### config.mk
export PLATFORM = sky130hd
export DESIGN_NAME = sdram_write_cache
export DESIGN_NICKNAME = d
export VERILOG_FILES = /design/src/rtl/sdram_write_cache.sv
export SDC_FILE = /design/constraint.sdc
export NUM_CORES = 1
export LEC_CHECK = 0
export ABC_AREA = 1
export CAP_MARGIN = 20
export CORE_ASPECT_RATIO = 1.2
export CORE_UTILIZATION = 66
export CTS_CLUSTER_SIZE = 28
export DETAILED_ROUTE_END_ITERATION = 8
export PLACE_DENSITY = 0.85
export SLEW_MARGIN = 20
export SYNTH_ARGS = -nofsm -noshare
export SYNTH_HDL_FRONTEND = slang
export SYNTH_SLANG_ARGS = --single-unit
### constraint.sdc
create_clock -name sysclk_100M -period 5.1 [get_ports sysclk_100M]
set_input_delay 1.02 -clock sysclk_100M [delete_from_list [all_inputs] [get_ports sysclk_100M]]
set_output_delay 1.02 -clock sysclk_100M [all_outputs]
set_load 0.1 [all_outputs]
### src/rtl/sdram_write_cache.sv
// Write-data cache: buffers user words in a FIFO and streams fixed-length bursts
// to the SDRAM write stage on request.
module sdram_write_cache #(
  parameter int DATA_W    = 16,
  parameter int DEPTH     = 16,
  parameter int BURST_LEN = 4
) (
  input  logic                     sysclk_100M,
  input  logic                     rst_n,
  input  logic                     wr_en,
  input  logic [DATA_W-1:0]        wr_data,
  output logic                     full,
  output logic                     overflow,
  output logic                     write_ready,
  input  logic                     burst_start,
  output logic [DATA_W-1:0]        sdram_wdata,
  output logic                     wdata_valid,
  output logic                     burst_last,
  output logic [$clog2(DEPTH):0]   word_count
);

  localparam int AW = $clog2(DEPTH);
  localparam int BW = $clog2(BURST_LEN);
  localparam logic [AW:0]   DEPTH_C   = (AW+1)'(DEPTH);
  localparam logic [AW:0]   BURST_C   = (AW+1)'(BURST_LEN);
  localparam logic [BW-1:0] LAST_BEAT = BW'(BURST_LEN - 1);

  typedef enum logic {IDLE, BURST} state_t;

  logic [DATA_W-1:0] mem [DEPTH];

  state_t            state_q;
  logic [BW-1:0]     beat_q;
  logic [AW-1:0]     wr_ptr_q;
  logic [AW-1:0]     rd_ptr_q;
  logic [AW:0]       count_q, count_d;
  logic              ovf_q;
  logic [DATA_W-1:0] wdata_q;
  logic              valid_q;
  logic              last_q;

  logic wr_acc;
  logic accept;
  logic pop;
  logic last_pop;

  always_comb begin
    wr_acc   = wr_en && (count_q != DEPTH_C);
    accept   = (state_q == IDLE) && burst_start && (count_q >= BURST_C);
    pop      = accept || (state_q == BURST);
    last_pop = (state_q == BURST) && (beat_q == LAST_BEAT);
    count_d  = count_q;
    case ({wr_acc, pop})
      2'b10:   count_d = count_q + 1'b1;
      2'b01:   count_d = count_q - 1'b1;
      default: count_d = count_q;
    endcase
  end

  // Storage has no reset; only the pointers and count define its contents.
  always_ff @(posedge sysclk_100M) begin
    if (wr_acc) mem[wr_ptr_q] <= wr_data;
  end

  always_ff @(posedge sysclk_100M or negedge rst_n) begin
    if (!rst_n) begin
      state_q  <= IDLE;
      beat_q   <= '0;
      wr_ptr_q <= '0;
      rd_ptr_q <= '0;
      count_q  <= '0;
      ovf_q    <= 1'b0;
      wdata_q  <= '0;
      valid_q  <= 1'b0;
      last_q   <= 1'b0;
    end else begin
      count_q <= count_d;
      valid_q <= pop;
      last_q  <= last_pop;
      if (wr_acc) wr_ptr_q <= wr_ptr_q + 1'b1;
      if (wr_en && !wr_acc) ovf_q <= 1'b1;
      if (pop) begin
        wdata_q  <= mem[rd_ptr_q];
        rd_ptr_q <= rd_ptr_q + 1'b1;
      end
      case (state_q)
        IDLE: begin
          if (accept) begin
            state_q <= BURST;
            beat_q  <= BW'(1);
          end
        end
        BURST: begin
          if (last_pop) begin
            state_q <= IDLE;
            beat_q  <= '0;
          end else begin
            beat_q  <= beat_q + 1'b1;
          end
        end
        default: state_q <= IDLE;
      endcase
    end
  end

  assign full        = (count_q == DEPTH_C);
  assign write_ready = (state_q == IDLE) && (count_q >= BURST_C);
  assign overflow    = ovf_q;
  assign sdram_wdata = wdata_q;
  assign wdata_valid = valid_q;
  assign burst_last  = last_q;
  assign word_count  = count_q;

endmodule
=== Word level (Yosys, flattened, before mapping) ===
Memory sizes are Yosys's and may differ from the RTL's. A register that Yosys moved wholly into a read port is not among the register bits.
Cells that the tools add are included.

* Magnitude comparators: 1
* Reductions and logical operators: 10
* Equality and inequality tests: 6
* Muxes and demuxes: 9
* Add/subtract/negate cells: 5
* Bitwise logic cells: 1

{| class="wikitable"
|+ Operator list
! operator !! count
|-
| 5-bit case mux with 2 select lines || 1
|-
| 4-bit by 1-bit adder with 4-bit output, second input constant || 2
|-
| 1-bit logical AND || 6
|-
| 5-bit by 1-bit adder with 5-bit output, second input constant || 1
|-
| 5-bit equality test, second input constant || 1
|-
| 5-bit by 3-bit >= comparator with 1-bit output, second input constant || 1
|-
| 5-bit inequality test, second input constant || 1
|-
| 5-bit by 1-bit subtractor with 5-bit output, second input constant || 1
|-
| 2-bit equality test, second input constant || 2
|-
| 1-bit 2-to-1 mux || 4
|-
| 2-bit 2-to-1 mux || 2
|-
| 2-bit case mux with 2 select lines || 1
|-
| 2-bit by 1-bit adder with 2-bit output, second input constant || 1
|-
| 2-bit by 1-bit equality test with 1-bit output, second input constant || 1
|-
| 1-bit logical NOT || 2
|-
| 2-bit inequality test, second input constant || 1
|-
| 1-bit case mux with 2 select lines || 1
|-
| 2-bit nonzero test || 1
|-
| 1-bit logical OR || 1
|-
| 1-bit inverter || 1
|}

* Logic and storage cells: 41
* Memory bits (writable): 256
* Register bits after elaboration: 19
* Bits of input ports: 20
* Output and inout bits: 26
* Memories: 1

{| class="wikitable"
|+ Memories
! name !! words !! width !! read ports !! clocked after memory_dff !! wr ports !! RTL line !! RTL
|-
| mem || 16 || 16 || 1 || 1 || 1 || 30 || <nowiki>logic [DATA_W-1:0] mem [DEPTH];</nowiki>
|}

=== Logic depth before layout (Yosys ltp) ===
* Depth after elaboration: 6
* Depth in mapped cells: 13
* Depth with buffers taken out: 12

=== Worst setup path after synthesis ===
Ideal clock, no wire load.

* Path type: register to register
* From: reg count_q[3], in the netlist word_count[3]
* To: reg count_q[4], in the netlist word_count[4]
* Arrival time: 3.701 ns
* Clock period less this slack: 3.769 ns
* Data required time: 5.031 ns
* Stages on the path, launching flop included: 14
* Library setup time: 0.069 ns
* Setup slack: 1.331 ns
* Buffers on the path: 1
* Path through: dfrtp_1 nor2_1 a21oi_2 nand2_1 nand2_2 buf_2 ha_1 ha_1 a21oi_1 nor2_1 nor2_1 xor2_1 nand2_1 nand2_1

* Cells in the longest elaborated chain, start to end: 5
* Elaborated cells between the ends (all ways): 11
* Classes of those cells: add/sub (2); order compare (1); eq/ne (3); mux (1); reduce/logical (4)

{| class="wikitable"
|+ Ends and longest elaborated chain
! what !! RTL line !! RTL
|-
| start, declared || 36 || <nowiki>logic [AW:0] count_q, count_d;</nowiki>
|-
| start signal, assigned || 77 || <nowiki>count_q <= count_d;</nowiki>
|-
| 5-bit by 3-bit >= comparator with 1-bit output * || 49 || <nowiki>accept = (state_q == IDLE) && burst_start && (count_q >= BURST_C);</nowiki>
|-
| 1-bit logical AND * || 49 ||
|-
| 1-bit logical OR * || 50 || <nowiki>pop = accept || (state_q == BURST);</nowiki>
|-
| named net pop || 44 || <nowiki>logic pop;</nowiki>
|-
| 2-bit by 1-bit equality test with 1-bit output / 2-bit equality test (equally long branches) || 53 || <nowiki>case ({wr_acc, pop})</nowiki>
|-
| 5-bit case mux with 2 select lines / 2-bit nonzero test (equally long branches) || -- ||
|}

The timed path passes the listed nets; every way through them passes the cells marked *.
A chain may end at the register's enable or synchronous reset.

=== Worst setup path in the final report ===
* From: reg count_q[3], in the netlist word_count[3]
* To: out full

* Cells in the longest elaborated chain, start to end: 1

{| class="wikitable"
|+ Ends and longest elaborated chain
! what !! RTL line !! RTL
|-
| 5-bit equality test || 106 || <nowiki>assign full = (count_q == DEPTH_C);</nowiki>
|-
| end, declared || 12 || <nowiki>output logic full,</nowiki>
|}

Every way passes these cells.

==> flow_summary.ini <==
[status]
status = finished, final reports clean

[clocking]
root_buffer = clkbuf_16
postCtsResizedCells = 0
cts_max_path_buffers = 3
cts_buffers = 27
clk_latency_ns = 0.53
clk_pin_slew_ns = 0.07
ctsHtreeMaxLevel = 1
cts_tree = done
hold_buffers = 0
clock_sinks = 291
post_cts_buffers = 0

[min_path]
holdCritStartpoint = overflow$_DFFE_PN0P_
min_path_cells = 1
hold-path-endpoint = overflow$_DFFE_PN0P_
hp-class = reg2reg

[global_route]
antenna_found_initial = 0
grt_max_degree = 91
first_global_vias = 8204
grtUsageTotal_pct = 30.4
grt_pass1_wl_mm = 44.2
grt.overflow.total = 0

[worst_setup_path]
worstSetupEndpointType = primary output
rr_endpoint = sdram_wdata[8]$_DFFE_PN0P_
cp_slowest_stage_delay_ns = 1.13
crit_type = reg2out
timing.rr.start = rd_ptr_q[0]$_DFFE_PN0P_
crit_chain = nor2_1 > nand3_1 > inv_1 > clkdlybuf4s50_1
required_ns = 4.08
slowest_stage = clkdlybuf4s50_1
r2r_setup_slack_ns = 2.38
path_delay_family = buffers and inverters
critPathBufInv = 2
r2r_cells = 9
crit_arrival_ns = 2.48
startpoint_type = register
cp_max_fo = 4

[floorplanning]
dieHeight_um = 154
die_w_um = 128
dieArea_mm2 = 0.0197
start_util_pct = 67.3
coreArea_mm2 = 0.0188
row_count = 55
io_pins = 46

[logic_synthesis]
ys_seq_area_share_pct = 67.7
ys.warnings.count = 0
synth_top_area_cell = edfxtp_1
synth_cell_types = 27
ys_seq_elements = 291
syn-num-nets = 1253
syn_inst = 1222
synthTopCellsByArea = edfxtp_1 (61%), nand2_1 (12%), nand3_1 (7.7%)
synth_area_per_cell_um2 = 10.3
syn_area_mm2 = 0.0126
synth_top_area_share_pct = 60.8

[routing]
ant_nets = 0
avgRoutedWirePerCell_um = 18.8
drt_first_pass_iters = 5
drc = 0
drtIter0Drc = 876
finalWirelength_mm = 28.7
vias_per_cell = 5.58
vias = 8506

[sta]
tns_ns = 0
hold_viol = 0
rsz0062_at_grt = no
clock_skew_ns = 0.0152
setup_ws_ns = 1.60
max_freq_mhz = 286
worstMarginPinSlew_ns = 1.00
post-route-period-util_pct = 68.6
maxSlewViolCount = 0
setup_violations = 0
maxSlewHeadroom_pct = 33.3
period_minus_slack_ns = 3.50

[power]
p_clk_share_pct = 23.5
power_density_mw_per_mm2 = 625
peakVddDrop_v = 0.000495
intPower_w = 0.00508
seq_power_share_pct = 36.3
combinationalPowerShare_pct = 40.2
p_switching_w = 0.00372
switching_share_pct = 42.3
leakagePower_nw = 6.11

[final_layout]
multi_input_area_mm2 = 0.00296
final_common_cell = nand2_1
fin_util_pct = 74.9
regArea_mm2 = 0.00857
layout_common_cells = nand2_1 (411), edfxtp_1 (256), inv_1 (206)
area_delta_synth_final_pct = 11.3
drive_above_1_share_pct = 5.76
diodes = 0
n_fill_cell = 1147
layout.nets = 1278

[placed_design]
dp_slack_ns = 1.83
io_buffers = 45
place_hpwl_mm = 17.0
place.gp.congestion = 0.978

[job]
maxCapViolCount = 0
## through the flow
stage / area [um2] / std cells / hold WS, ns / total power [W]
floorplan: 12600 / 1222 / 0.446 / 0.00582
finish: 14100 / 1524 / 0.466 / 0.00880
global route: 14100 / 1524 / 0.472 / 0.00920
global placement: 13100 / 1473 / 0.439 / 0.00658
CTS: 14000 / 1523 / 0.466 / 0.00874
detailed placement: 13100 / 1473 / 0.451 / 0.00668
## state kept, by name, indices dropped and copies added (netlist names)
name	cells
beat_q	2
rd_ptr_q	4
wr_ptr_q	4
sdram_wdata	16
state_q	1
mem	256
overflow	1
wdata_valid	1
burst_last	1
word_count	5
## worst max path at each step
stage	startpoint	end	slack, ns	cells past startpoint
2_1_floorplan	word_count[3]$_DFFE_PN0P_	word_count[4]$_DFFE_PN0P_	1.33	13
3_3_place_gp	burst_start	word_count[4]$_DFFE_PN0P_	1.84	11
3_5_place_dp	burst_start	word_count[4]$_DFFE_PN0P_	1.83	11
4_1_cts	word_count[3]$_DFFE_PN0P_	full	1.59	4
5_1_grt	word_count[3]$_DFFE_PN0P_	full	1.51	4
6_report	word_count[3]$_DFFE_PN0P_	full	1.60	4
## cells by family (layout without fill, tap and decap cells)
kind of cell / after synthesis / after routing / share of synthesized area, %
AND/OR/NAND/NOR: 631 / 631 / 20.7
flip-flops: 291 / 291 / 67.7
buffers and inverters: 267 / 313 / 9.19
AO/OA/AOI/OAI: 13 / 13 / 0.594
adder cells (fa/ha/maj): 11 / 11 / 1.15
XOR/XNOR: 9 / 9 / 0.624
## cell usage after synthesis
cell	number
nand2_1	411
ha_1	10
nand3_1	195
nand2_2	1
nor2_1	23
nand4_1	1
buf_6	11
o21ai_0	7
xnor2_1	2
clkinv_1	1
fa_1	1
inv_2	2
inv_1	207
dfrtp_1	35
a21oi_2	1
a21oi_1	2
buf_1	4
buf_12	1
xor2_1	7
a21boi_0	1
a31oi_1	1
buf_4	6
clkbuf_1	5
a21o_1	1
inv_4	1
buf_2	29
edfxtp_1	256
## power groups by stage
stage,logic [W],registers (W),clock network [W]
after detailed placement,0.00344,0.00323,0
final,0.00354,0.00319,0.00207
after floorplan,0.00201,0.00381,0
after global routing,0.00381,0.00323,0.00216
after CTS,0.00347,0.00319,0.00207
after global placement,0.00336,0.00322,0
## final cells by class
| cell class | instances | share of cell area (%) |
|---|---|---|
| clock inverter | 23 | 1.72 |
| sequential | 291 | 60.9 |
| clock buffer | 27 | 4.80 |
| inverter | 211 | 5.64 |
| tap | 256 | 2.28 |
| multi-input combinational | 664 | 21.0 |
| timing repair buffer | 52 | 3.68 |
## layer usage
metal / GRT usage [%] / wire length (um) / part of all wire, %
met4: 17.5 / 1720 / 6.0
met3: 3.65 / 2160 / 7.5
met5: 0 / 0 / 0
met1: 38.3 / 10500 / 37
met2: 51.0 / 14300 / 50
(Power assumes the default switching activity.)
==> variant 1: new RTL, config.mk and constraints unchanged <==
`DEPTH`: 16 -> 32.
--- a/src/rtl/sdram_write_cache.sv
+++ b/src/rtl/sdram_write_cache.sv
@@ -2,7 +2,7 @@
 // to the SDRAM write stage on request.
 module sdram_write_cache #(
   parameter int DATA_W    = 16,
-  parameter int DEPTH     = 16,
+  parameter int DEPTH     = 32,
   parameter int BURST_LEN = 4
 ) (
   input  logic                     sysclk_100M,
Interface: changed (resized word_count); port bits go from 46 to 47. The function was not compared with the original's and may differ.
==> variant 1 against the original RTL <==
- first-iteration DRC count grew to 2.7 times the old value
- wire length is 110% higher
- setup slack worse by 0.17 ns
- via count is 89% higher
- register-to-register slack worse by 0.24 ns
- non-clock buffer count is 45 higher
- synthesized area is 84% higher
- total power is 72% higher
- fmax is 4.5% lower
- critical path type unchanged
- combinational power is 62% higher
- cell area is 83% higher
- sequential cell count is 259 higher
==> variant 1: results (changes against the original RTL) <==
| Metric | Value |
|---|---|
| Bufs w/o clock | `97 (was 52)` |
| Layout Nets | `2241 (was 1278)` |
| Commonest cells post-synth | `nand2_1, edfxtp_1, nand3_1, inv_1, nor2_1 (was nand2_1, edfxtp_1, inv_1, nand3_1, dfrtp_1)` |
| Global-route wire length before repair | `89400 um (was 44200 um)` |
| Async SR Flop Fraction | `0.0691 (was 0.120)` |
| Worst EP arrival | `2.64 ns (was 2.48 ns)` |
| N_diodes | `1 (was 0)` |
| Clkbuf count | `72 (was 27)` |
| Routed vias | `16109 (was 8506)` |
| WHS | `0.489 ns (was 0.466 ns)` |
| CTS buffer count | `50 (was 27)` |
| Inverters | `233 (was 211)` |
| Seq area share | `0.635 (was 0.609)` |
| Inst Count DP | `2613 (was 1473)` |
| First-pass DRT Iterations | `6 (was 5)` |
| Worst slew pin tran | `1.01 ns (was 1.00 ns)` |
| Top post-synthesis cells by area | `edfxtp_1, nand2_1, nand3_1, dfrtp_1, inv_1 (unchanged)` |
| H-Tree Depth | `2 (was 1)` |
| Sw power | `6.25 mW (was 3.72 mW)` |
| Clk_lat worst skew | `0.58 ns (was 0.53 ns)` |
| FF-to-FF path depth | `8 (was 9)` |
| Cell Pwr Density | `590 mW/mm^2 (was 625 mW/mm^2)` |
| FF-to-FF Start | `rd_ptr_q[1]$_DFFE_PN0P_ (was rd_ptr_q[0]$_DFFE_PN0P_)` |
| Status | `completed (unchanged)` |
| EDFF count, synth | `512 (was 256)` |
| Vias per cell | `5.95 (was 5.58)` |
| Final clock-cell share | `0.0626 (was 0.0652)` |
| VDD IR max | `0.451 mV (was 0.495 mV)` |
| Max reg flops | `512 (was 256)` |
| Register-to-register path setup slack | `2.14 ns (was 2.38 ns)` |
| Dpl hpwl | `34400 um (was 17000 um)` |
| Gr usage total | `0.333 (was 0.304)` |
| Setup WS pre-CTS | `1.66 ns (was 1.83 ns)` |
| Share of layout cells above drive strength 1 | `0.0636 (was 0.0576)` |
| I/O Buffers | `46 (was 45)` |
| Signal buf overhead | `0.0328 (was 0.0368)` |
| Static Leakage | `10.4 nW (was 6.11 nW)` |
| Reg2reg end | `sdram_wdata[12]$_DFFE_PN0P_ (was sdram_wdata[8]$_DFFE_PN0P_)` |
| Layout fillers | `2116 (was 1147)` |
| Area delta synth->final | `10.5% (was 11.3%)` |
| P_clk | `3.70 mW (was 2.07 mW)` |
## variant 1: logic make-up (layout without fill, tap and decap cells)
group	count (synthesis)	after routing	synth area share
adder cells (fa/ha/maj)	12	12	0.00677
AND/OR/NAND/NOR	1189	1189	0.209
buffers and inverters	342	423	0.0640
AO/OA/AOI/OAI	65	65	0.0148
other	0	1	0
XOR/XNOR	11	11	0.00414
flip-flops	550	550	0.702
## variant 1: worst max-delay path by stage
stage,start,endpoint,depth (start not counted)
after floorplan,word_count[3]$_DFFE_PN0P_,write_ready,2
after global placement,burst_start,word_count[4]$_DFFE_PN0P_,12
after detailed placement,burst_start,word_count[4]$_DFFE_PN0P_,12
after CTS,word_count[4]$_DFFE_PN0P_,full,6
after global routing,word_count[4]$_DFFE_PN0P_,full,6
final,word_count[4]$_DFFE_PN0P_,full,6
## variant 1: metal layers
layer  routed length, um  global-route usage  vias up
met5                   0                   0        -
met4                3540               0.199        0
met3                6360              0.0516      215
met2               28900               0.546     1121
met1               20300               0.423     7543
li1                    -                   -     7230
==> variant 2: new RTL, same flow settings <==
Without the edit above. Put one more register stage on the output `word_count`, without a reset. The value now appears one clock later. The other outputs are not delayed to match.
--- a/src/rtl/sdram_write_cache.sv
+++ b/src/rtl/sdram_write_cache.sv
@@ -109,6 +109,8 @@
   assign sdram_wdata = wdata_q;
   assign wdata_valid = valid_q;
   assign burst_last  = last_q;
-  assign word_count  = count_q;
+  always_ff @(posedge sysclk_100M) begin
+    word_count <= count_q;
+  end
 
 endmodule
Behaviour: not the same (Yosys sat finds a counterexample within 4 cycles, from zero or initial values and one cycle with rst_n low).
==> variant 2 against the original RTL <==
- synthesized area up 1.0%
- total power hardly changed
- setup slack worse by 0.018 ns
- fmax shrank 0.51%
- critical path type unchanged
- wire length decreased by 2.2%
- sequential cell count rose by 5
- cell area up 0.52%
- hold slack got worse by 0.021 ns
- clock skew is 0.0051 ns lower
==> variant 2: results (changes against the original RTL) <==
| Metric | Value |
|---|---|
| Vias in the first global route | `8161 (was 8204)` |
| Largest net degree at the start of global routing | `96 (was 91)` |
| VDD IR max | `0.448 mV (was 0.495 mV)` |
| Dpl hpwl | `16400 um (was 17000 um)` |
| Synth unique cells | `28 (was 27)` |
| Routability cong. | `0.835 (was 0.978)` |
| Layout fillers | `1183 (was 1147)` |
| Global-route wire length before repair | `43400 um (was 44200 um)` |
| Static Leakage | `6.14 nW (was 6.11 nW)` |
| Relative slew slack | `0.326 (was 0.333)` |
| First-pass DRT Iterations | `6 (was 5)` |
| HP Start | `count_q[3]$_DFFE_PN0P_ (was overflow$_DFFE_PN0P_)` |
| Async SR Flop Fraction | `0.118 (was 0.120)` |
| CTS buffer count | `28 (was 27)` |
| Status | `completed (unchanged)` |
| Share of layout cells above drive strength 1 | `0.0588 (was 0.0576)` |
| Skew final | `0.0101 ns (was 0.0152 ns)` |
| Vias per cell | `5.59 (was 5.58)` |
| Initial DRC Count | `1086 (was 876)` |
| WHS | `0.445 ns (was 0.466 ns)` |
| Gr usage total | `0.294 (was 0.304)` |
| Commonest cells post-synth | `nand2_1, edfxtp_1, inv_1, nand3_1, dfrtp_1 (unchanged)` |
| Reg2reg end | `sdram_wdata[7]$_DFFE_PN0P_ (was sdram_wdata[8]$_DFFE_PN0P_)` |
| Worst EP arrival | `2.50 ns (was 2.48 ns)` |
| Top post-synthesis cells by area | `edfxtp_1, nand2_1, nand3_1, dfrtp_1, inv_1 (unchanged)` |
| Register-to-register path setup slack | `2.27 ns (was 2.38 ns)` |
[variant 2: stage by stage]
step	total power, mW	worst slack (ns)	cell area, sq um	std cells	utilization
6_report	8.80	1.58	14100	1531	0.748
3_3_place_gp	6.61	1.85	13200	1479	0.700
2_1_floorplan	5.92	2.06	12800	1227	-
5_1_grt	9.21	1.49	14100	1531	0.748
4_1_cts	8.78	1.57	14100	1531	0.748
3_5_place_dp	6.71	1.81	13200	1479	0.700
[variant 2: cell families (layout without fill, tap and decap cells)]
| group | after synthesis | in the layout | share of synthesized area |
|---|---|---|---|
| xor+xnor | 9 | 9 | 0.00617 |
| compound gates | 13 | 13 | 0.00588 |
| fa+ha+maj | 11 | 11 | 0.0114 |
| buf+inv | 267 | 315 | 0.0935 |
| simple gates | 631 | 631 | 0.205 |
| flops | 296 | 296 | 0.678 |
[variant 2: worst max-delay path by stage]
stage,depth (start not counted),start,slack [ns],to
2_1_floorplan,13,count_q[3]$_DFFE_PN0P_,2.06,count_q[4]$_DFFE_PN0P_
3_3_place_gp,11,burst_start,1.85,count_q[4]$_DFFE_PN0P_
3_5_place_dp,11,burst_start,1.81,count_q[4]$_DFFE_PN0P_
4_1_cts,4,count_q[3]$_DFFE_PN0P_,1.57,full
5_1_grt,4,count_q[3]$_DFFE_PN0P_,1.49,full
6_report,4,count_q[3]$_DFFE_PN0P_,1.58,full
[variant 2: cell type report]
cell class,count,area share
multi-input cells,664,0.209
repair buffers,52,0.0352
flip-flops and latches,296,0.613
clock inverters,17,0.00999
clock buffers,35,0.0543
well taps,256,0.0226
inverters,211,0.0562
[variant 2: worst max-delay path, stage by stage (launching register included)]
cell and delay [ns]:
dfrtp_1 0.41, nor2_1 0.19, nand3_1 0.13, inv_1 0.09, clkdlybuf4s50_1 1.13
[variant 2: layer usage]
metal	routed length, um	vias up	global-route usage
li1	-	3981	-
met1	10800	4031	0.398
met2	14100	484	0.492
met3	2340	69	0.0394
met4	833	0	0.103
met5	0	-	0
[variant 2: where the power goes]
group	internal, mW	switching [mW]
Clock	1.17	0.868
Combinational	0.887	2.62
Sequential	3.03	0.234
Total	5.08	3.72
